### src/rtl/car_overlay_if.sv
// Pixel-stream bundle between the road renderer, the car overlay and the VGA pins.
// The bench or renderer drives through master; the overlay attaches as slave.
interface car_overlay_if;
  logic        button_c;
  logic        button_l;
  logic        button_r;
  logic [7:0]  accel_x;
  logic [10:0] h_coord;
  logic [9:0]  v_coord;
  logic [3:0]  in_red;
  logic [3:0]  in_green;
  logic [3:0]  in_blue;
  logic [3:0]  red;
  logic [3:0]  green;
  logic [3:0]  blue;
  logic [1:0]  lives;
  logic [15:0] score;
  logic [1:0]  game_state;

  modport master (
    output button_c, button_l, button_r, accel_x,
    output h_coord, v_coord, in_red, in_green, in_blue,
    input  red, green, blue, lives, score, game_state
  );

  modport slave (
    input  button_c, button_l, button_r, accel_x,
    input  h_coord, v_coord, in_red, in_green, in_blue,
    output red, green, blue, lives, score, game_state
  );
endinterface

### src/rtl/car_overlay.sv
// Player-car compositor on the road RGB stream, plus the per-frame
// PLAY/CRASH/OVER game loop with lives, score and steering.
module car_overlay #(
  parameter int H_PIXELS     = 800,
  parameter int V_PIXELS     = 600,
  parameter int CAR_W        = 20,
  parameter int CAR_H        = 32,
  parameter int CAR_Y        = 540,
  parameter int CAR_STEP     = 2,
  parameter int ACCEL_DZ     = 16,
  parameter int CRASH_FRAMES = 60,
  parameter int LIVES        = 3
) (
  input logic         pixel_clk,
  input logic         rst_n,
  car_overlay_if.slave bus
);

  typedef enum logic [1:0] {
    PLAY  = 2'd0,
    CRASH = 2'd1,
    OVER  = 2'd2
  } state_t;

  localparam logic [9:0] CENTRE = 10'(H_PIXELS / 2 - CAR_W / 2);
  localparam logic signed [11:0] X_MAX = 12'(H_PIXELS - CAR_W);
  localparam logic signed [11:0] STEP = 12'(CAR_STEP);
  localparam logic signed [7:0] DZ = 8'(ACCEL_DZ);
  localparam logic [11:0] OFF_ROAD = 12'h008;

  state_t      state_q, state_d;
  logic [10:0] h_q;
  logic [9:0]  v_q;
  logic [9:0]  car_x_q, car_x_d;
  logic [1:0]  lives_q, lives_d;
  logic [15:0] score_q, score_d;
  logic [7:0]  crash_cnt_q, crash_cnt_d;
  logic        hit_q, hit_d;
  logic        btn_c_q;
  logic [11:0] rgb_q, rgb_d;

  logic [11:0] in_rgb;
  logic [10:0] x_lo, x_hi;
  logic        car_pix, eof, restart, coll;
  logic signed [7:0]  ax;
  logic signed [11:0] step, x_next;

  assign in_rgb = {bus.in_red, bus.in_green, bus.in_blue};
  assign ax     = bus.accel_x;

  // Car window is tested against the delayed coords that pair with in_rgb.
  assign x_lo    = {1'b0, car_x_q};
  assign x_hi    = x_lo + 11'(CAR_W - 1);
  assign car_pix = (h_q >= x_lo) && (h_q <= x_hi) &&
                   (v_q >= 10'(CAR_Y)) &&
                   (v_q <= 10'(CAR_Y + CAR_H - 1));

  assign eof = (bus.h_coord == 11'(H_PIXELS - 1)) &&
               (bus.v_coord == 10'(V_PIXELS - 1));

  assign coll    = car_pix && (state_q == PLAY) && (in_rgb == OFF_ROAD);
  assign restart = (state_q == OVER) && bus.button_c && !btn_c_q;

  always_comb begin
    step = '0;
    unique case (1'b1)
      bus.button_l && !bus.button_r:        step = -STEP;
      bus.button_r && !bus.button_l:        step = STEP;
      !bus.button_l && !bus.button_r && (ax > DZ):  step = STEP;
      !bus.button_l && !bus.button_r && (ax < -DZ): step = -STEP;
      default:                              step = '0;
    endcase
  end

  assign x_next = $signed({2'b00, car_x_q}) + step;

  always_comb begin
    state_d     = state_q;
    lives_d     = lives_q;
    score_d     = score_q;
    car_x_d     = car_x_q;
    crash_cnt_d = crash_cnt_q;
    hit_d       = hit_q | coll;
    if (restart) begin
      state_d     = PLAY;
      lives_d     = 2'(LIVES);
      score_d     = '0;
      car_x_d     = CENTRE;
      crash_cnt_d = '0;
      hit_d       = 1'b0;
    end else if (eof) begin
      // A hit seen on the eof cycle itself belongs to the next frame.
      hit_d = coll;
      unique case (state_q)
        PLAY: begin
          if (hit_q && lives_q > 2'd1) begin
            state_d     = CRASH;
            lives_d     = lives_q - 2'd1;
            crash_cnt_d = 8'(CRASH_FRAMES);
            car_x_d     = CENTRE;
          end else if (hit_q) begin
            state_d = OVER;
            lives_d = '0;
          end else begin
            if (score_q != 16'hFFFF) score_d = score_q + 16'd1;
            if (x_next < 12'sd0)       car_x_d = '0;
            else if (x_next > X_MAX)   car_x_d = X_MAX[9:0];
            else                       car_x_d = x_next[9:0];
          end
        end
        CRASH: begin
          crash_cnt_d = crash_cnt_q - 8'd1;
          if (crash_cnt_q == 8'd1) state_d = PLAY;
        end
        default: ;
      endcase
    end
  end

  always_comb begin
    rgb_d = in_rgb;
    if (car_pix) begin
      unique case (state_q)
        PLAY:    rgb_d = 12'hF00;
        CRASH:   if (!crash_cnt_q[3]) rgb_d = 12'hFF0;
        OVER:    rgb_d = 12'h888;
        default: ;
      endcase
    end
  end

  always_ff @(posedge pixel_clk) begin
    if (!rst_n) begin
      state_q     <= PLAY;
      h_q         <= '0;
      v_q         <= '0;
      car_x_q     <= CENTRE;
      lives_q     <= 2'(LIVES);
      score_q     <= '0;
      crash_cnt_q <= '0;
      hit_q       <= 1'b0;
      btn_c_q     <= 1'b0;
      rgb_q       <= '0;
    end else begin
      state_q     <= state_d;
      h_q         <= bus.h_coord;
      v_q         <= bus.v_coord;
      car_x_q     <= car_x_d;
      lives_q     <= lives_d;
      score_q     <= score_d;
      crash_cnt_q <= crash_cnt_d;
      hit_q       <= hit_d;
      btn_c_q     <= bus.button_c;
      rgb_q       <= rgb_d;
    end
  end

  assign {bus.red, bus.green, bus.blue} = rgb_q;
  assign bus.lives      = lives_q;
  assign bus.score      = score_q;
  assign bus.game_state = state_q;

endmodule

### src/flat_wrapper.sv
// flat-port wrapper written by rule: the top's interface ports become plain ports
module car_overlay_flat 
#(
  parameter int H_PIXELS     = 800,
  parameter int V_PIXELS     = 600,
  parameter int CAR_W        = 20,
  parameter int CAR_H        = 32,
  parameter int CAR_Y        = 540,
  parameter int CAR_STEP     = 2,
  parameter int ACCEL_DZ     = 16,
  parameter int CRASH_FRAMES = 60,
  parameter int LIVES        = 3
)
  (pixel_clk, rst_n, bus_button_c, bus_button_l, bus_button_r, bus_accel_x, bus_h_coord, bus_v_coord, bus_in_red, bus_in_green, bus_in_blue, bus_red, bus_green, bus_blue, bus_lives, bus_score, bus_game_state);
  car_overlay_if bus_i ();
  input logic pixel_clk;
  input logic rst_n;
  input wire logic [$bits(bus_i.button_c)-1:0] bus_button_c;
  input wire logic [$bits(bus_i.button_l)-1:0] bus_button_l;
  input wire logic [$bits(bus_i.button_r)-1:0] bus_button_r;
  input wire logic [$bits(bus_i.accel_x)-1:0] bus_accel_x;
  input wire logic [$bits(bus_i.h_coord)-1:0] bus_h_coord;
  input wire logic [$bits(bus_i.v_coord)-1:0] bus_v_coord;
  input wire logic [$bits(bus_i.in_red)-1:0] bus_in_red;
  input wire logic [$bits(bus_i.in_green)-1:0] bus_in_green;
  input wire logic [$bits(bus_i.in_blue)-1:0] bus_in_blue;
  output wire logic [$bits(bus_i.red)-1:0] bus_red;
  output wire logic [$bits(bus_i.green)-1:0] bus_green;
  output wire logic [$bits(bus_i.blue)-1:0] bus_blue;
  output wire logic [$bits(bus_i.lives)-1:0] bus_lives;
  output wire logic [$bits(bus_i.score)-1:0] bus_score;
  output wire logic [$bits(bus_i.game_state)-1:0] bus_game_state;
  assign bus_i.button_c = bus_button_c;
  assign bus_i.button_l = bus_button_l;
  assign bus_i.button_r = bus_button_r;
  assign bus_i.accel_x = bus_accel_x;
  assign bus_i.h_coord = bus_h_coord;
  assign bus_i.v_coord = bus_v_coord;
  assign bus_i.in_red = bus_in_red;
  assign bus_i.in_green = bus_in_green;
  assign bus_i.in_blue = bus_in_blue;
  assign bus_red = bus_i.red;
  assign bus_green = bus_i.green;
  assign bus_blue = bus_i.blue;
  assign bus_lives = bus_i.lives;
  assign bus_score = bus_i.score;
  assign bus_game_state = bus_i.game_state;
  car_overlay #(.H_PIXELS(H_PIXELS), .V_PIXELS(V_PIXELS), .CAR_W(CAR_W), .CAR_H(CAR_H), .CAR_Y(CAR_Y), .CAR_STEP(CAR_STEP), .ACCEL_DZ(ACCEL_DZ), .CRASH_FRAMES(CRASH_FRAMES), .LIVES(LIVES)) u_core (.pixel_clk(pixel_clk), .rst_n(rst_n), .bus(bus_i));
endmodule
### config.mk
export PLATFORM = sky130hd
export DESIGN_NAME = car_overlay_flat
export DESIGN_NICKNAME = d
export VERILOG_FILES = /design/src/rtl/car_overlay_if.sv /design/src/rtl/car_overlay.sv /design/src/flat_wrapper.sv
export SDC_FILE = /design/constraint.sdc
export NUM_CORES = 1
export LEC_CHECK = 0
export ABC_CLOCK_PERIOD_IN_PS = 4710
export BUFFER_PORTS_ARGS = -buffer_cell sky130_fd_sc_hd__buf_2
export CORE_AREA = 2 2 114 116
export DETAILED_ROUTE_END_ITERATION = 7
export DIE_AREA = 0 0 116 118
export SLEW_MARGIN = 20
export SYNTH_ARGS = -nofsm -noshare
export SYNTH_HDL_FRONTEND = slang
export SYNTH_SLANG_ARGS = --single-unit
export TNS_END_PERCENT = 20
### constraint.sdc
create_clock -name pixel_clk -period 4.71 [get_ports pixel_clk]
set_input_delay 0.471 -clock pixel_clk [delete_from_list [all_inputs] [get_ports pixel_clk]]
set_output_delay 0.471 -clock pixel_clk [all_outputs]
set_load 0.005 [all_outputs]
==> results of run 1 <==
[power groups by stage]
stage | Combinational (uW) | Sequential, uW | Clock [uW]
global placement | 149 | 626 | 0
detailed placement | 151 | 626 | 0
global route | 170 | 614 | 757
finish | 151 | 613 | 716
floorplan | 95.8 | 625 | 0
CTS | 152 | 613 | 732
[cells in the final DEF (no fill, tap or decap), drive strengths merged, types with 4 or more instances in the layout]
cell and n:
a211oi 6, a21o 9, a21oi 30, and2 26
and3 6, and3b 4, buf 78, clkbuf 12
dfxtp 70, ha 36, inv 19, nand2 28
nand2b 5, nand3 16, nand4 11, nand4b 9
nor2 41, nor3 10, nor4 9, o211a 4
o21a 7, o21ai 18, o31ai 7, or2 5
or4 4, xnor2 13, xor2 18
[logic make-up after synthesis]
logic type / Yosys count
XOR/XNOR: 31
AO/OA/AOI/OAI: 110
flip-flops: 70
adder cells (fa/ha/maj): 37
buffers and inverters: 29
AND/OR/NAND/NOR: 192
[registers in the layout, summed over array words and instances (netlist names)]
signal and flops:
u_core.bus.game_state 2, u_core.crash_cnt_q 8, u_core.bus.score 16, u_core.btn_c_q 1, u_core.bus.lives 2, u_core.rgb_q 12, u_core.h_q 11, u_core.hit_q 1
u_core.car_x_q 9, u_core.v_q 8
[synth_stat cells, types with 9 or more instances]
| cell | count |
|---|---|
| inv_1 | 19 |
| ha_1 | 36 |
| dfxtp_1 | 70 |
| xor2_1 | 18 |
| a21oi_1 | 30 |
| nand4b_1 | 9 |
| and2_1 | 25 |
| nor3_1 | 9 |
| clkbuf_1 | 9 |
| nor2_1 | 40 |
| nand4_1 | 11 |
| nand2_1 | 28 |
| o21ai_0 | 17 |
| nand3_1 | 15 |
| a21o_1 | 9 |
| xnor2_1 | 13 |
[critical path, delay by kind of cell]
family	cells	cell delay, ns
adder cells (fa/ha/maj)	1	0.45
AO/OA/AOI/OAI	5	1.60
AND/OR/NAND/NOR	3	1.17
buffers and inverters	1	0.12
[routing by layer]
layer	GRT usage	vias up	wire [um]
met4	0.06845	0	240
met5	0	-	0
met1	0.1873	1723	4497
met3	0.02214	23	268
li1	-	1894	-
met2	0.2463	56	4939
[worst max-delay path by stage]
stage                              start                 to  slack, ns  cells after the start
final                       bus_button_l  u_core.car_x_q[7]       1.15                     10
after global routing        bus_button_l  u_core.car_x_q[7]       0.89                     10
after global placement    bus_accel_x[5]  u_core.car_x_q[7]       0.91                     10
after detailed placement    bus_button_l  u_core.car_x_q[7]       0.83                     10
after floorplan           bus_accel_x[5]  u_core.car_x_q[1]       1.49                      9
after CTS                   bus_button_l  u_core.car_x_q[7]       1.14                     10
[final cells by class]
type / instances / area [um^2] / area share
Tap cell: 172 / 215.2 / 0.04266
Clock inverter: 4 / 70.07 / 0.01389
Timing Repair Buffer: 78 / 392.9 / 0.07788
Clock buffer: 12 / 246.5 / 0.04886
Inverter: 19 / 71.32 / 0.01414
Sequential cell: 70 / 1401 / 0.2778
Multi-Input combinational cell: 370 / 2648 / 0.5248
[stage by stage]
stage | instance area (um^2) | power, uW
after floorplan | 4159 | 720.9
after global placement | 4728 | 774.1
after detailed placement | 4728 | 776.5
after CTS | 5045 | 1496
after global routing | 5045 | 1541
final | 5045 | 1480
==> qor.yml, run 1 <==
synthesis:
  synthDistinctLibCells: 67
  syn_area_per_cell_um2: 8.868
  async_flop_share: 0
  syn_nets: 552
  synth_top_family_by_area: "simple AND/OR/NAND/NOR gates"
  synthSimpleGateAreaFrac: 0.2762
  synthTopCellsByArea: "dfxtp_1, ha_1, xor2_1"
  synth_compound_area_frac: 0.1820
  syn-cell-area_um2: 4159
  synth_xor_area_frac: 0.06528
  synthAdderAreaFrac: 0.1131
  synth_cells: 469
  yosys_warnings: 0
  synthFlopType: "dfxtp_1"
  synth_mux_area_frac: 0
  synth_top_area_cell: "dfxtp_1"
  synth_edf_count: 0
  ys_ff_latch: 70
  ys_seq_area_frac: 0.3369
  yosysTopAreaCellShare: 0.3369
routing:
  drt_wl_total_um: 9946
  postRouteAntennaNets: 0
  wl_per_cell_um: 13.72
  drc_errors: 0
  firstDrtPassIters: 4
  drt_iter0_drc: 158
  drt-vias-per-instance: 5.098
  vias: 3696
power_and_ir_drop:
  power.switching_uw: 328.8
  combinationalPowerShare: 0.102
  p_clk_frac: 0.484
  irDropWorstVdd_mv: 0.1871
  seq_power_share: 0.414
  p_sw_frac: 0.2221
  power.density_nw_per_um2: 293.5
  internal_power_uw: 1152
  p_leak_uw: 0.002149
critical_path:
  cp.required_ns: 4.95
  critPathMaxStageDelay_ns: 0.78
  crit_type: "in2reg"
  start_kind: "input pin"
  r2r_setup_slack_ns: 1.56
  reg2reg_depth: 11
  r2r_end: "u_core.rgb_q[0]"
  setup.worst_path.end_class: "flop"
  r2r_start: "u_core.car_x_q[2]"
  crit_fanout: 13
  cp_slowest_cell: "nor2_1"
  crit_chain: "buf_2 -> and4b_1 -> nor2_1 -> ha_1 -> a21o_1 -> a22o_1 -> o221a_2 -> a311oi_1 -> nand2_1 -> o31ai_1"
  arrival_ns: 3.81
sta:
  fmax_mhz: 280.6
  setup_tns_ns: 0
  setup_slack_ns: 1.146
  slew_headroom: 0.3266
  skew_ns: 0.004875
  min_period_ns: 3.564
  finalHoldViolations: 0
  period_share: 0.7566
  rsz0062_at_grt: "false"
  hold_ws_ns: 0.3593
  drv_slew: 0
  worstMarginPinSlew_ns: 1.006
  setup_viol: 0
hold_path:
  min_from: "bus_v_coord[3]"
  hold_path_end: "u_core.v_q[3]"
  hold_path_class: "in2reg"
  holdPathStages: 2
place:
  gp_congestion: 0.9078
  numPortBuffers: 77
  place_hpwl_um: 7894
  pre_cts_ws_ns: 0.8275
  placed_cells: 709
global_route:
  antenna_found_initial: 0
  grt_max_degree: 38
  grt_pass1_vias: 3537
  track_usage: 0.1484
  grt_overflow: 0
  grt_first_pass_wirelength_um: 16420
run_status:
  status: "completed"
floorplanning:
  die_area_um2: 13690
  die_x_um: 116
  initial_core_util: 0.3350
  core-area_um2: 12410
  std_cell_rows: 41
  io_pins: 78
  die_h_um: 118
run:
  maxCapViolCount: 0
clock_network:
  clock-sinks: 70
  numCtsBuffers: 9
  cts.htree.levels: 3
  clockRootBuffer: "clkbuf_16"
  cts_setup_buffers: 0
  worstSkewPairLatency_ns: 0.33
  cts_hold_buf: 0
  cts_resized: 0
  clock_path_buffers: 2
  clk_pin_slew_ns: 0.05
  cts_tree: "built"
finish:
  utilization: 0.4064
  layout-area-overhead-vs-synth_pct: 21.30
  diodes: 0
  drive_above_1_share: 0.2043
  layout.cells.non_filler: 725
  final_nets: 631
  fillers: 1256
Note: power is estimated with default switching activity, not from simulation.
==> run 2: changes to the inputs <==
--- a/config.mk
+++ b/config.mk
@@ -5,7 +5,7 @@
 export SDC_FILE = /design/constraint.sdc
 export NUM_CORES = 1
 export LEC_CHECK = 0
-export ABC_CLOCK_PERIOD_IN_PS = 4710
+export ABC_CLOCK_PERIOD_IN_PS = 3300
 export BUFFER_PORTS_ARGS = -buffer_cell sky130_fd_sc_hd__buf_2
 export CORE_AREA = 2 2 114 116
 export DETAILED_ROUTE_END_ITERATION = 7
==> constraint.sdc (replaced) <==
create_clock -name pixel_clk -period 3.3 [get_ports pixel_clk]
set_input_delay 0.33 -clock pixel_clk [delete_from_list [all_inputs] [get_ports pixel_clk]]
set_output_delay 0.33 -clock pixel_clk [all_outputs]
set_load 0.005 [all_outputs]
==> qor.yml, run 2 (synthesis results as in run 1) <==
global_route:
  grt_pass1_vias: 3643  # +3.0%
  grt_overflow: 0  # unchanged
  antenna_found_initial: 0  # unchanged
  grt_max_degree: 38  # unchanged
  track_usage: 0.1527  # +0.004353
  grt_first_pass_wirelength_um: 16970  # +3.3%
sta:
  worstMarginPinSlew_ns: 0.7466  # -0.2598 ns
  drv_slew: 0  # unchanged
  finalHoldViolations: 0  # unchanged
  rsz0062_at_grt: "false"
  skew_ns: 0.004174  # -0.0007008 ns
  min_period_ns: 2.982
  slew_headroom: 0.4960  # +0.1694
  fmax_mhz: 335.3
  setup_tns_ns: 0  # unchanged
  setup_viol: 0  # unchanged
  period_share: 0.9036
routing:
  drt_wl_total_um: 10210  # +2.7%
  wl_per_cell_um: 13.97  # +1.9%
  firstDrtPassIters: 4  # unchanged
  drt_iter0_drc: 115  # -27%
  route.met2.wl_um: 5058  # +2.4%
  drc_errors: 0  # unchanged
  wl_met1_um: 4565  # +1.5%
  wl_met3_um: 325  # +21%
  postRouteAntennaNets: 0  # unchanged
  drt-vias-per-instance: 5.160  # +1.2%
  top_layer_used: "met4"
  vias: 3772  # +2.1%
place:
  gp_congestion: 0.8883  # -2.1%
  numPortBuffers: 77  # unchanged
  place_hpwl_um: 7931  # +0.47%
power_and_ir_drop:
  p_leak_uw: 0.002168  # +0.86%
  irDropWorstVdd_mv: 0.2309  # +23%
  power.density_nw_per_um2: 416.8  # +42%
  p_total_uw: 2127  # +44%
finish:
  drive_above_1_share: 0.2182  # +0.01391
  final_nets: 637  # +0.95%
  diodes: 0  # unchanged
  largest_reg_flops: 16  # unchanged
  final_cell_mix: "buf_2, dfxtp_1, nor2_1"
  layout-area-overhead-vs-synth_pct: 22.68
  layout_commonest_cell: "buf_2"
floorplanning:
  die_area_um2: 13690  # unchanged
  core-area_um2: 12410  # unchanged
  die_x_um: 116  # unchanged
  die_h_um: 118  # unchanged
  io_pins: 78  # unchanged
  std_cell_rows: 41  # unchanged
  initial_core_util: 0.3350  # unchanged
critical_path:
  cp_slowest_cell: "dfxtp_1"
  crit_fanout: 7  # -6
  critPathMaxStageDelay_ns: 0.51  # -0.27 ns
  crit_type: "reg2reg"
  crit_chain: "ha_1 -> a21oi_1 -> nor3_1 -> xnor2_1 -> ha_1 -> nand4_1 -> nor3_1 -> nand2b_1 -> o311ai_0 -> nor3_1 -> o211a_1"
  cp.required_ns: 3.58  # -1.37 ns
  crit_top_cell: "nor3_1"
  start_kind: "flop"
  setup.worst_path.end_class: "flop"
  arrival_ns: 3.26  # -0.55 ns
clock_network:
  clockRootBuffer: "clkbuf_16"
  clock_path_buffers: 2  # unchanged
  numCtsBuffers: 9  # unchanged
  cts_setup_buffers: 0  # unchanged
  worstSkewPairLatency_ns: 0.33  # about the same
  cts.htree.levels: 3  # unchanged
  clock-sinks: 70  # unchanged
  clk_pin_slew_ns: 0.06  # about the same
  cts_tree: "built"
run_status:
  status: "completed"
hold_path:
  hold_path_class: "in2reg"
run:
  maxCapViolCount: 0  # unchanged
-- run 2: what timing repair did --
action                                  CTS  global route
gates resized for setup                   0             1
endpoints found under the setup margin    0             3
hold buffers                              0             0
-- run 2: worst max-delay path: cells and delay by family, from the launching register on --
kind / cells / cell delay [ns]
fa+ha+maj: 2 / 0.53
compound gates: 3 / 0.51
simple gates: 5 / 1.26
xor+xnor: 1 / 0.10
flops: 1 / 0.51
-- run 2: path summary, 6_finish.rpt --
path | start | end | slack [ns] | cells after the start
min reg2reg | u_core.bus.score[1] | u_core.bus.score[1] | 0.51 | 2
min | bus_h_coord[6] | u_core.h_q[6] | 0.21 | 2
max | u_core.car_x_q[2] | u_core.rgb_q[6] | 0.32 | 11
max reg2reg | u_core.car_x_q[2] | u_core.rgb_q[6] | 0.32 | 11
-- run 2: metal layers --
metal / up-vias / track usage
met2: 59 / 0.2500
met4: 0 / 0.07664
met1: 1794 / 0.1928
li1: 1897 / -
met3: 22 / 0.02317
met5: - / 0
-- run 2: layout make-up --
| class | instances | area, um^2 |
|---|---|---|
| well taps | 172 | 215.2 |
| fillers | 1266 | 7312 |
| inverters | 19 | 71.32 |
| multi-input cells | 370 | 2653 |
| clock buffers | 9 | 225.2 |
| clock inverters | 7 | 98.84 |
| repair buffers | 84 | 437.9 |
| flip-flops and latches | 70 | 1401 |
-- run 2: stage by stage --
step	util	worst slack (ns)	hold slack [ns]	cells	cell area (um^2)
finish	0.4110	0.3180	0.2104	731	5102
global route	0.4110	0.008549	0.2074	731	5102
CTS	0.4106	0.2402	0.2002	731	5097
detailed placement	0.3845	0.04758	0.4942	715	4773
global placement	0.3845	0.09020	0.4958	715	4773
floorplan	-	0.2237	0.4517	469	4159
-- run 2: power by group --
part / switching, uW / total, uW / internal [uW] / leakage (uW)
logic: 119 / 220 / 101 / 0.00145
clock network: 370 / 1030 / 662 / 0.000144
registers: 8.34 / 875 / 867 / 0.000573
==> run 3: changes to the inputs <==
==> constraint.sdc (replaced) <==
create_clock -name pixel_clk -period 3.3 [get_ports pixel_clk]
set_input_delay 0.66 -clock pixel_clk [delete_from_list [all_inputs] [get_ports pixel_clk]]
set_output_delay 0.66 -clock pixel_clk [all_outputs]
set_load 0.005 [all_outputs]
==> qor.yml, run 3 (synthesis results as in run 1) <==
run_status:
  status: "completed"
critical_path:
  crit_type: "in2reg"
  setup.worst_path.end_class: "flop"
  arrival_ns: 3.32  # +0.06 ns
  cp_slowest_cell: "fa_1"
  cp.required_ns: 3.52  # -0.06 ns
  crit_fanout: 3  # -4
  start_kind: "input pin"
  crit_chain: "buf_2 -> o41ai_1 -> a21oi_1 -> nor2_1 -> o22ai_1 -> ha_1 -> fa_1 -> a21o_1 -> a211oi_2 -> o221ai_1 -> nor4_2 -> buf_4 -> o311a_1 -> o21ai_0"
  critPathMaxStageDelay_ns: 0.42  # -0.09 ns
floorplanning:
  die_x_um: 116  # unchanged
  std_cell_rows: 41  # unchanged
  die_area_um2: 13690  # unchanged
  core-area_um2: 12410  # unchanged
  io_pins: 78  # unchanged
  initial_core_util: 0.3350  # unchanged
  die_h_um: 118  # unchanged
place:
  pre_cts_ws_ns: -0.2344  # -0.2820 ns
  place_hpwl_um: 8222  # +3.7%
  gp_congestion: 0.8989  # +1.2%
  placed_cells: 724  # +1.3%
  numPortBuffers: 77  # unchanged
power_and_ir_drop:
  p_leak_uw: 0.002231  # +2.9%
  power.density_nw_per_um2: 413.3  # -0.82%
  irDropWorstVdd_mv: 0.2496  # +8.1%
  p_total_uw: 2152  # +1.2%
sta:
  setup_viol: 0  # unchanged
  fmax_mhz: 322.5  # -3.8%
  setup_slack_ns: 0.1997  # -0.1184 ns
  finalHoldViolations: 0  # unchanged
  worstMarginPinSlew_ns: 0.5868  # -0.1598 ns
  slew_headroom: 0.6026  # +0.1067
  drv_slew: 0  # unchanged
  skew_ns: 0.006368  # +0.002194 ns
  period_share: 0.9395  # +0.03587
  min_period_ns: 3.100  # +0.1184 ns
clock_network:
  clock-sinks: 70  # unchanged
  worstSkewPairLatency_ns: 0.33  # about the same
  clk_pin_slew_ns: 0.06  # about the same
  cts.htree.levels: 3  # unchanged
  numCtsBuffers: 9  # unchanged
  cts_tree: "built"
  cts_hold_buf: 0  # unchanged
  clockRootBuffer: "clkbuf_16"
  clock_path_buffers: 2  # unchanged
finish:
  layout_commonest_cell: "buf_2"
  final_nets: 646  # +1.4%
  drive_above_1_share: 0.2430  # +0.02471
  largest_reg_flops: 16  # unchanged
  layout-area-overhead-vs-synth_pct: 25.18
  diodes: 0  # unchanged
  final_cell_mix: "buf_2, dfxtp_1, nor2_1"
  layout.cells.non_filler: 740  # +1.2%
global_route:
  grt_pass1_vias: 3702  # +1.6%
  antenna_found_initial: 0  # unchanged
  grt_max_degree: 38  # unchanged
  track_usage: 0.1566  # +0.003915
  grt_overflow: 0  # unchanged
  grt_first_pass_wirelength_um: 17300  # +2.0%
routing:
  postRouteAntennaNets: 0  # unchanged
  firstDrtPassIters: 4  # unchanged
  drt_iter0_drc: 122  # +6.1%
  drc_errors: 0  # unchanged
  wl_per_cell_um: 14.03  # +0.44%
  drt-vias-per-instance: 5.123  # -0.72%
  vias: 3791  # +0.50%
  drt_wl_total_um: 10390  # +1.7%
run:
  maxCapViolCount: 0  # unchanged
hold_path:
  hold_path_class: "reg2reg"
run 3: worst paths after layout:
path                                          start                   to  slack (ns)  depth (start not counted)
worst max register to register    u_core.car_x_q[2]      u_core.rgb_q[6]        0.35                         11
worst min-delay path            u_core.bus.score[1]  u_core.bus.score[1]        0.51                          2
worst min register to register  u_core.bus.score[1]  u_core.bus.score[1]        0.51                          2
worst max-delay path                 bus_accel_x[0]    u_core.car_x_q[3]        0.20                         14
run 3: repair_timing:
item | in CTS | in global routing
hold endpoints to repair | 0 | 0
resized for setup | 0 | 8
buffers inserted | 0 | 0
setup endpoints to repair | 0 | 18
run 3: metrics by stage:
stage	hold WS, ns	area (um^2)	setup TNS (ns)	utilization
after floorplan	0.4800	4161	0	-
after global placement	0.4913	4843	-0.9081	0.3901
after detailed placement	0.4955	4843	-1.360	0.3901
after CTS	0.5119	5167	0	0.4162
after global routing	0.5423	5206	-0.006698	0.4194
final	0.5144	5206	0	0.4194
run 3: area by class of cell:
class,instances,area (um^2)
multi-input combinational,370,2689
tap,172,215.2
clock inverter,6,85.08
inverter,19,71.32
timing repair buffer,93,505.5
clock buffer,10,239.0
sequential,70,1401
fill,1265,7208
run 3: report_power, final:
part           total, uW  switching (uW)  internal (uW)
sequential           875            8.06            867
combinational        240             125            115
clock               1040             358            678
run 3: worst max-delay path, delay by kind of cell:
family / cells / cell delay (ns)
simple gates: 2 / 0.43
fa+ha+maj: 2 / 0.63
buf+inv: 2 / 0.28
compound gates: 8 / 1.32
run 3: per-layer routing:
layer	part of all wire	track usage
met5	0	0
met4	0.013	0.05208
met3	0.030	0.02884
met2	0.51	0.2679
met1	0.45	0.1961
